File: config.mk
export PLATFORM = sky130hd
export DESIGN_NAME = alarme_controller
export DESIGN_NICKNAME = d
export VERILOG_FILES = /design/src/rtl/alarme_pkg.sv /design/src/rtl/alarme_controller_contador_wrap.sv /design/src/rtl/alarme_controller.sv
export SDC_FILE = /design/constraint.sdc
export NUM_CORES = 1
export LEC_CHECK = 0
export CAP_MARGIN = 30
export CORE_MARGIN = 2
export CORE_UTILIZATION = 39
export DETAILED_ROUTE_END_ITERATION = 7
export PLACE_DENSITY = 0.72
export SYNTH_ARGS = -nofsm -noshare
export SYNTH_HDL_FRONTEND = slang
export SYNTH_SLANG_ARGS = --single-unit
File: constraint.sdc
create_clock -name clk_100MHz -period 1.8 [get_ports clk_100MHz]
set_input_delay 0.36 -clock clk_100MHz [delete_from_list [all_inputs] [get_ports clk_100MHz]]
set_output_delay 0.36 -clock clk_100MHz [all_outputs]
set_load 0.1 [all_outputs]
File: src/rtl/alarme_pkg.sv
// Shared types and constants for the alarm controller.
// Build option: SONECA_EN enables the snooze state and its counters.
package alarme_pkg;

  typedef enum logic [2:0] {
    IDLE    = 3'd0,
    SET_H   = 3'd1,
    SET_M   = 3'd2,
    RINGING = 3'd3,
    SNOOZE  = 3'd4
  } state_t;

  localparam logic [5:0] MAX_HORA = 6'd23;
  localparam logic [5:0] MAX_MIN  = 6'd59;

  localparam logic [1:0] MODO_NORMAL = 2'd0;
  localparam logic [1:0] MODO_SET_H  = 2'd1;
  localparam logic [1:0] MODO_SET_M  = 2'd2;
  localparam logic [1:0] MODO_ALARME = 2'd3;

  // Ringing and snooze share the same user-visible mode code.
  function automatic logic [1:0] modo_of(input state_t s);
    logic [1:0] m;
    m = MODO_NORMAL;
    case (s)
      SET_H:   m = MODO_SET_H;
      SET_M:   m = MODO_SET_M;
      RINGING: m = MODO_ALARME;
      SNOOZE:  m = MODO_ALARME;
      default: m = MODO_NORMAL;
    endcase
    return m;
  endfunction

endpackage

File: src/rtl/alarme_controller_contador_wrap.sv
// Six-bit up/down counter that wraps between MAX and 0; holds one alarm field.
module contador_wrap #(
  parameter logic [5:0] MAX = 6'd59
) (
  input  logic       clk,
  input  logic       rst,
  input  logic       inc_i,
  input  logic       dec_i,
  output logic [5:0] val_o
);

  logic [5:0] val_q, val_d;

  // Next value: increment wins over decrement; wrap at both ends.
  always_comb begin
    val_d = val_q;
    if (inc_i) begin
      val_d = (val_q >= MAX) ? 6'd0 : val_q + 6'd1;
    end else if (dec_i) begin
      val_d = (val_q == 6'd0) ? MAX : val_q - 6'd1;
    end
  end

  // Field register, cleared by reset (the alarm time does not survive reset).
  always_ff @(posedge clk or posedge rst) begin
    if (rst) val_q <= 6'd0;
    else     val_q <= val_d;
  end

  assign val_o = val_q;

endmodule

File: src/rtl/alarme_controller.sv
// Alarm controller: holds the alarm time, detects the HH:MM:00 match on the
// running clock and sequences ringing, snooze and auto-off. Read-only on time.
// Build option: SONECA_EN enables snooze; without it btn_snooze has no effect.
module alarme_controller
  import alarme_pkg::*;
#(
  parameter int RING_SECONDS   = 60,
  parameter int SNOOZE_MINUTES = 5,
  parameter int MAX_SNOOZES    = 3
) (
  input  logic       clk_100MHz,
  input  logic       rst,
  input  logic       btn_mode,
  input  logic       btn_inc,
  input  logic       btn_dec,
  input  logic       btn_enable,
  input  logic       btn_snooze,
  input  logic [5:0] segundos,
  input  logic [5:0] minutos,
  input  logic [5:0] horas,
  output logic [5:0] alarme_horas,
  output logic [5:0] alarme_minutos,
  output logic       alarme_ativo,
  output logic       tocando,
  output logic       soneca_ativa,
  output logic [1:0] modo_alarme
);

  if (RING_SECONDS < 1 || RING_SECONDS > 255 ||
      SNOOZE_MINUTES < 1 || SNOOZE_MINUTES > 15 ||
      MAX_SNOOZES < 1 || MAX_SNOOZES > 7) begin : g_bad_params
    $error("alarme_controller: parameter out of range");
  end

  localparam logic [7:0] RING_LAST = 8'(RING_SECONDS - 1);

  state_t     state_q, state_d;
  logic [5:0] seg_q;
  logic       ativo_q, ativo_d;
  logic [7:0] ring_cnt_q, ring_cnt_d;
  logic       tocando_q, soneca_q;
  logic [1:0] modo_q;
  logic       sec_tick, trigger;
  logic       act_mode, act_enable, act_snooze, act_inc, act_dec;

`ifdef SONECA_EN
  localparam logic [9:0] SNOOZE_LOAD = 10'(SNOOZE_MINUTES * 60);
  localparam logic [2:0] SNOOZE_MAX  = 3'(MAX_SNOOZES);
  logic [9:0] snooze_cnt_q, snooze_cnt_d;
  logic [2:0] snoozes_used_q, snoozes_used_d;
`endif

  // Any change of the seconds value (normal count or adjustment jump) is a tick.
  assign sec_tick = (segundos != seg_q);

  // Only the highest-priority pulse in a cycle is allowed to act.
  assign act_mode   = btn_mode;
  assign act_enable = btn_enable & ~btn_mode;
  assign act_snooze = btn_snooze & ~btn_mode & ~btn_enable;
  assign act_inc    = btn_inc & ~btn_mode & ~btn_enable & ~btn_snooze;
  assign act_dec    = btn_dec & ~btn_mode & ~btn_enable & ~btn_snooze & ~btn_inc;

  // Edge-based match: fires once on the tick that lands on HH:MM:00.
  assign trigger = ativo_q && sec_tick && (segundos == 6'd0) &&
                   (horas == alarme_horas) && (minutos == alarme_minutos);

  contador_wrap #(.MAX(MAX_HORA)) u_horas (
    .clk   (clk_100MHz),
    .rst   (rst),
    .inc_i (act_inc && (state_q == SET_H)),
    .dec_i (act_dec && (state_q == SET_H)),
    .val_o (alarme_horas)
  );

  contador_wrap #(.MAX(MAX_MIN)) u_minutos (
    .clk   (clk_100MHz),
    .rst   (rst),
    .inc_i (act_inc && (state_q == SET_M)),
    .dec_i (act_dec && (state_q == SET_M)),
    .val_o (alarme_minutos)
  );

  // Next-state logic: button actions take precedence over second ticks.
  always_comb begin
    state_d    = state_q;
    ativo_d    = ativo_q;
    ring_cnt_d = ring_cnt_q;
`ifdef SONECA_EN
    snooze_cnt_d   = snooze_cnt_q;
    snoozes_used_d = snoozes_used_q;
`endif
    case (state_q)
      IDLE: begin
        if (act_mode) begin
          state_d = SET_H;
        end else if (act_enable) begin
          ativo_d = ~ativo_q;
        end else if (trigger) begin
          state_d    = RINGING;
          ring_cnt_d = 8'd0;
`ifdef SONECA_EN
          snoozes_used_d = 3'd0;
`endif
        end
      end
      SET_H: if (act_mode) state_d = SET_M;
      SET_M: if (act_mode) state_d = IDLE;
      RINGING: begin
        if (act_mode) begin
          state_d = IDLE;
        end else if (act_enable) begin
          state_d = IDLE;
          ativo_d = 1'b0;
        end
`ifdef SONECA_EN
        else if (act_snooze && (snoozes_used_q < SNOOZE_MAX)) begin
          state_d        = SNOOZE;
          snooze_cnt_d   = SNOOZE_LOAD;
          snoozes_used_d = snoozes_used_q + 3'd1;
        end
`endif
        else if (sec_tick) begin
          if (ring_cnt_q == RING_LAST) state_d = IDLE;
          else                         ring_cnt_d = ring_cnt_q + 8'd1;
        end
      end
`ifdef SONECA_EN
      SNOOZE: begin
        if (act_mode) begin
          state_d = IDLE;
        end else if (act_enable) begin
          state_d = IDLE;
          ativo_d = 1'b0;
        end else if (sec_tick) begin
          if (snooze_cnt_q == 10'd1) begin
            state_d    = RINGING;
            ring_cnt_d = 8'd0;
          end else begin
            snooze_cnt_d = snooze_cnt_q - 10'd1;
          end
        end
      end
`endif
      default: state_d = IDLE;
    endcase
  end

  // State, counters and registered output decode.
  always_ff @(posedge clk_100MHz or posedge rst) begin
    if (rst) begin
      state_q    <= IDLE;
      seg_q      <= 6'd0;
      ativo_q    <= 1'b0;
      ring_cnt_q <= 8'd0;
      tocando_q  <= 1'b0;
      soneca_q   <= 1'b0;
      modo_q     <= MODO_NORMAL;
`ifdef SONECA_EN
      snooze_cnt_q   <= 10'd0;
      snoozes_used_q <= 3'd0;
`endif
    end else begin
      state_q    <= state_d;
      seg_q      <= segundos;
      ativo_q    <= ativo_d;
      ring_cnt_q <= ring_cnt_d;
      tocando_q  <= (state_d == RINGING);
      modo_q     <= modo_of(state_d);
`ifdef SONECA_EN
      soneca_q       <= (state_d == SNOOZE);
      snooze_cnt_q   <= snooze_cnt_d;
      snoozes_used_q <= snoozes_used_d;
`else
      soneca_q       <= 1'b0;
`endif
    end
  end

  assign alarme_ativo = ativo_q;
  assign tocando      = tocando_q;
  assign soneca_ativa = soneca_q;
  assign modo_alarme  = modo_q;

endmodule

Word level (Yosys, flattened, before mapping)

Index checks and enable logic that the tools add are counted.

Add/sub/neg operators: 5
Order comparisons: 2
Equality and inequality tests: 20
Multiplexer cells: 32
Bitwise logic cells: 13
Reductions and logical operators: 18

Operators with widths:

| kind                                                              | count |
|---|---|
| 2-to-1 mux 8 bit                                                  | 7 |
| 2-to-1 mux 6 bit                                                  | 8 |
| 2-to-1 mux 3 bit                                                  | 9 |
| logical NOT 6 bit                                                 | 3 |
| inequality test 2 bit, second input constant                      | 9 |
| one-hot mux 8 bit (2 select lines)                                | 1 |
| adder 6 x 1 -> 6 bit, second input constant                       | 2 |
| == test 3 x 2 -> 1 bit, second input constant                     | 4 |
| == test 6 bit                                                     | 2 |
| one-hot mux 3 bit (4 select lines)                                | 1 |
| subtractor 6 x 1 -> 6 bit, second input constant                  | 2 |
| adder 8 x 1 -> 8 bit, second input constant                       | 1 |
| AND 1 bit                                                         | 8 |
| == test 8 x 6 -> 1 bit, second input constant                     | 1 |
| logical AND 1 bit                                                 | 8 |
| AND reduction 8 bit                                               | 1 |
| == test 3 x 1 -> 1 bit, second input constant                     | 2 |
| greater-or-equal comparator 6 x 5 -> 1 bit, second input constant | 1 |
| greater-or-equal comparator 6 bit, second input constant          | 1 |
| inequality test 6 bit                                             | 1 |
| one-hot mux 2 bit (3 select lines)                                | 1 |
| nonzero test 2 bit                                                | 3 |
| inverter 1 bit                                                    | 5 |
| AND reduction 5 bit                                               | 1 |
| 5 further kinds                                                   | 8 |

Register bits after elaboration: 33
Input port bits: 25
Output and inout bits: 17
Logic and storage cells: 98

Longest topological paths before layout

Depth in word-level cells: 12
Gate-level depth with buffers: 8
Depth with buffers taken out: 7

Cells and area by module

From an unflattened synthesis, not the netlist that was laid out.

Cells, all modules: 257
Area total of the unflattened synthesis: 2,348.5 um^2

By module, submodules not included:

| module                    | times used | cells an instance | area each (um^2) | seq. area each (um^2) |
|---|---|---|---|---|
| alarme_controller         | 1          | 133               | 1,290.0          | 525.5 |
| contador_wrap (u_minutos) | 1          | 67                | 546.8            | 150.1 |
| contador_wrap (u_horas)   | 1          | 57                | 511.7            | 150.1 |

Worst setup path after synthesis

OpenSTA, ideal clock, no wires.

Path type: reg2reg
Start: register u_horas.val_q[4], in the netlist u_horas.val_o[4]
End: register modo_q[1], in the netlist modo_alarme[1]
Setup time: 87 ps
Arrival: 2,321 ps
Data required time: 1,713 ps
Path slack: -607 ps
Cell stages (with the launch flop): 7
Buffers on the path: 1
Period minus slack after synthesis: 2,407 ps
Cell sequence: dfrtp_1 -> clkbuf_1 -> xor2_1 -> nor4_1 -> o21ai_0 -> a2111o_1 -> o211ai_1

Longest elaborated chain between the ends: 10
Elaborated cells between the ends (all ways): 13
Classes of those cells: eq/ne (5); mux (5); reduce/logical (3)

Ends and longest elaborated chain:

| what                                                           | line                                  | source |
|---|---|---|
| start, declared                                                | alarme_controller_contador_wrap.sv:12 | `logic [5:0] val_q, val_d;` |
| start signal, assigned                                         | alarme_controller_contador_wrap.sv:27 | `else val_q <= val_d;` |
| == test 6 bit (*)                                              | alarme_controller.sv:65               | `(horas == alarme_horas) && (minutos == alarme_minutos);` |
| logical AND 1 bit (*)                                          | alarme_controller.sv:64               | `assign trigger = ativo_q && sec_tick && (segundos == 6'd0) &&` |
| logical AND 1 bit (*)                                          | alarme_controller.sv:65               |  |
| 2-to-1 mux 3 bit (*)                                           | alarme_controller.sv:98               | `end else if (trigger) begin` |
| 2-to-1 mux 3 bit (*)                                           | alarme_controller.sv:96               | `end else if (act_enable) begin` |
| 2-to-1 mux 3 bit (*)                                           | alarme_controller.sv:94               | `if (act_mode) begin` |
| one-hot mux 3 bit (4 select lines) (*)                         | alarme_controller.sv:92               | `case (state_q)` |
| == test 3 x 2 -> 1 bit / == test 3 bit (equally long branches) | alarme_pkg.sv:25                      | `case (s)` |
| OR reduction 2 bit (no line)                                   | --                                    |  |
| one-hot mux 2 bit (3 select lines) (*)                         | alarme_pkg.sv:25                      |  |
| end signal, assigned                                           | alarme_controller.sv:168              | `modo_q <= modo_of(state_d);` |
| end, declared                                                  | alarme_controller.sv:42               | `logic [1:0] modo_q;` |

Every way passes the cells marked *; elsewhere a longest branch is shown, timed or not.
A chain may end at the register's enable or synchronous reset.

Final worst setup path

Start: input btn_snooze
End: register u_horas.val_q[3], in the netlist u_horas.val_o[3]

Longest elaborated chain between the ends: 5
Elaborated cells between the ends (all ways): 8
Classes of those cells: mux (1); bitwise (4); reduce/logical (3)

Ends and longest elaborated chain:

| what                         | line                                             | source |
|---|---|---|
| start, declared              | alarme_controller.sv:17                          | `input logic btn_snooze,` |
| inverter 1 bit (*)           | alarme_controller.sv:60, alarme_controller.sv:61 |  |
| AND 1 bit (2 in series)      | alarme_controller.sv:61                          | `assign act_dec = btn_dec & ~btn_mode & ~btn_enable & ~btn_snooze & ~btn_inc;` |
| logical AND 1 bit            | alarme_controller.sv:71                          | `.dec_i (act_dec && (state_q == SET_H)),` |
| nonzero test 2 bit (no line) | --                                               |  |

Marked as above.

==> results_dict.tcl <==
set metrics [dict create \
    status "finished, violations left" \
    failed_checks "negative setup slack" \
    synthesis.instances 254 \
    remaining_drc_errors 0 \
    fp_rows 27 \
    postPlaceCellArea_um2 3330 \
    maxCapViolations 0 \
    grt_pass1_wl_um 10200 \
    antennaDiodeCount 0 \
    clk_path_buf_depth 2 \
    design.final.nets 385 \
    dp.final_hpwl_um 4670 \
    timing.clock.skew_ns 0.00435 \
    share_of_post_route_cells_with_drive_strength_above_1 0.401 \
    core_area_um2 5540 \
    vdd_ir_drop_max_mv 0.876 \
    clk_pin_slew_worst_paths_ns 0.07 \
    detail_route.wl_per_cell_um 15.9 \
    timing.final.crit_share 1.02 \
    hold_viol 0 \
    areaGrowthSynthToFinish_pct 63.5 \
    floorplan.initialDensity 0.406 \
    worstPathCellList "dlygate4sd2_1 > or4b_4 > buf_6 > buf_4 > o22ai_4 > nor2b_1 > a211oi_1 > a21oi_1" \
    antenna_violating_nets_post_route 0 \
    grt_antenna_before_repair 0 \
    timing.critical_path.slowest_cell_delay_ns 0.55 \
    drt_iter0_markers 158 \
    yosysWarnings 0 \
    path_buf_inv 3 \
    fillCellCount 429 \
    grt_use_total 0.201 \
    worstHoldPathType "in2reg" \
    clock_insertion_delay_worst_skew_ns 0.29 \
    h-tree-depth 2 \
    data_arrival_time_at_the_worst_slack_endpoint_ns 2.00 \
    timing.final.ws_setup_ns -0.0291 \
    maxClockFrequency_mhz 547 \
    floorplan.die.width_um 79.9 \
    maximum_number_of_pins_on_one_net_before_global_route_repair 34 \
    cts.sinks 33 \
    clock_tree_from_tritoncts "built" \
    io_buffers 40 \
    synth_area_um2 2250 \
    yosys.cell_count.top_type "sky130_fd_sc_hd__dfrtp_1" \
    cts_buffers 5 \
    critPathLaunchType "input pin" \
    post-route-min-period_ns 1.83 \
    gr-total-overflow 0 \
    stdcell_area_um2 3670 \
    io_pins 42 \
    critical_path.top_delay_family "simple AND/OR/NAND/NOR gates" \
    drt-pass1-iter-count 4 \
    edff_count_synth 0 \
    first_global_vias 2254 \
    critPathSlowestCell "sky130_fd_sc_hd__or4b_4" \
    postSynth.asyncResetShare 1.00 \
    worstSetupEndpointType "flip-flop" \
    timing_worst_setup_path_type "in2reg" \
    chipHeight_um 79.9 \
    setup-tns-final_ns -0.0869 \
    synth_top_cell_area_share 0.367 \
    slew_viol_final 0 \
    synth_seq_cells 33 \
    total_number_of_vias 2372 \
    critical_path_peak_fanout 3 \
    gp_congestion 0.958 \
    setup_violations 4 \
    yosys.cell_types.count 52 \
    setup_repair_after_global_routing_missed_its_margin "true" \
    clk_root_buffer_cell "sky130_fd_sc_hd__clkbuf_8" \
    postSynthAreaPerCell_um2 8.85 \
    postRouteWirelength_um 6760 \
    post_drt_via_cell_ratio 5.57 \
    crit_required_ns 1.97 \
    synth_top_cells_by_area "sky130_fd_sc_hd__dfrtp_1 37%, sky130_fd_sc_hd__xor2_1 5.5%, sky130_fd_sc_hd__o21ai_0 4.9%" \
    yosys_most_used_dff "sky130_fd_sc_hd__dfrtp_1" \
    synth_area_leader_cell "sky130_fd_sc_hd__dfrtp_1" \
    synth.yosys.seq_area_share 0.367 \
    post_synth_most_frequent_cells "33 x sky130_fd_sc_hd__dfrtp_1, 22 x sky130_fd_sc_hd__o21ai_0, 17 x sky130_fd_sc_hd__nand2_1" \
    fp.dieArea_um2 6380 \
    cellPowerDensity_nw_per_um2 881 \
    p_leak_uw 0.00160 \
]
[path summary, 6_finish.rpt]
| path | startpoint | to | slack [ns] | depth (start not counted) |
|---|---|---|---|---|
| max | btn_snooze | u_horas.val_o[3]$_DFFE_PP0P_ | -0.03 | 8 |
| min | segundos[5] | seg_q[5]$_DFF_PP0_ | 0.29 | 1 |
| max reg2reg | state_q[0]$_DFF_PP0_ | u_horas.val_o[3]$_DFFE_PP0P_ | -0.03 | 5 |
| min reg2reg | state_q[0]$_DFF_PP0_ | alarme_ativo$_DFFE_PP0P_ | 0.59 | 1 |
| max in group asynchronous | rst | u_minutos.val_o[2]$_DFFE_PP0P_ | 0.97 | 3 |
| min in group asynchronous | rst | ring_cnt_q[5]$_DFFE_PP0P_ | 0.48 | 3 |
[area by class of cell]
type / count / area (um^2) / share of cell area
inverter: 9 / 33.8 / 0.00919
clock inverter: 3 / 17.5 / 0.00477
multi-input combinational: 199 / 1520 / 0.415
clock buffer: 5 / 68.8 / 0.0187
tap: 72 / 90.1 / 0.0245
sequential: 33 / 867 / 0.236
timing repair buffer: 105 / 1070 / 0.292
[sequential cells by signal, summed over array words and instances (netlist names)]
name             cells
ring_cnt_q           8
modo_alarme          2
tocando              1
alarme_ativo         1
u_horas.val_o        6
seg_q                6
u_minutos.val_o      6
state_q              3
[kinds of logic (layout without fill, tap and decap cells)]
family,count (synthesis),count (layout),synth area share
AOI/OAI and AO/OA,72,72,0.211
buffers and inverters,23,122,0.0468
other,1,2,0.00167
and+or+nand+nor,95,95,0.244
DFF,33,33,0.367
xor gates and xnor gates,23,23,0.0896
adders and majority gates,7,7,0.0390
[cell usage in the layout, fill, tap and decap left out, types with 10 or more instances in the layout]
cell,synthesis,final
sky130_fd_sc_hd__clkdlybuf4s50_1,0,11
sky130_fd_sc_hd__dfrtp_4,0,10
sky130_fd_sc_hd__a21oi_1,15,14
sky130_fd_sc_hd__buf_4,2,59
sky130_fd_sc_hd__nor2_1,12,11
sky130_fd_sc_hd__buf_12,0,16
sky130_fd_sc_hd__o21ai_0,22,16
sky130_fd_sc_hd__nand3_1,16,15
sky130_fd_sc_hd__nand2_1,17,14
sky130_fd_sc_hd__dfrtp_1,33,20
sky130_fd_sc_hd__xor2_1,14,10
[metal layers]
| metal | wire [um] | vias to the layer above | GRT usage | share of wire |
|---|---|---|---|---|
| met1 | 2920 | 1155 | 0.264 | 0.43 |
| met3 | 348 | 16 | 0.0362 | 0.051 |
| li1 | - | 1125 | - | - |
| met2 | 3350 | 76 | 0.336 | 0.50 |
| met5 | 0 | - | 0 | 0 |
| met4 | 137 | 0 | 0.0627 | 0.020 |
[report_power, final]
part	internal [uW]	switching (uW)	leakage, uW	total (uW)
clock network	267	294	0.0000439	561
registers	864	100	0.000378	964
logic	697	1020	0.00118	1710
[per-stage QoR]
step / hold slack, ns / instances / worst slack, ns / utilization / power, uW
CTS: 0.404 / 420 / 0.000316 / 0.623 / 3140
finish: 0.292 / 426 / -0.0291 / 0.663 / 3240
global placement: 0.554 / 410 / -0.398 / 0.600 / 2540
global route: 0.290 / 426 / -0.119 / 0.663 / 3390
floorplan: 0.391 / 255 / -0.0671 / - / 1940
detailed placement: 0.562 / 410 / -0.432 / 0.600 / 2570
[repair_timing]
item | 4_1_cts | 5_1_grt
hold buffers | 0 | 0
buffers inserted | 2 | 6
pin swaps | 10 | 30
gates resized for setup | 16 | 40
setup endpoints to repair | 19 | 23
Note: power is estimated with default switching activity, not from simulation.
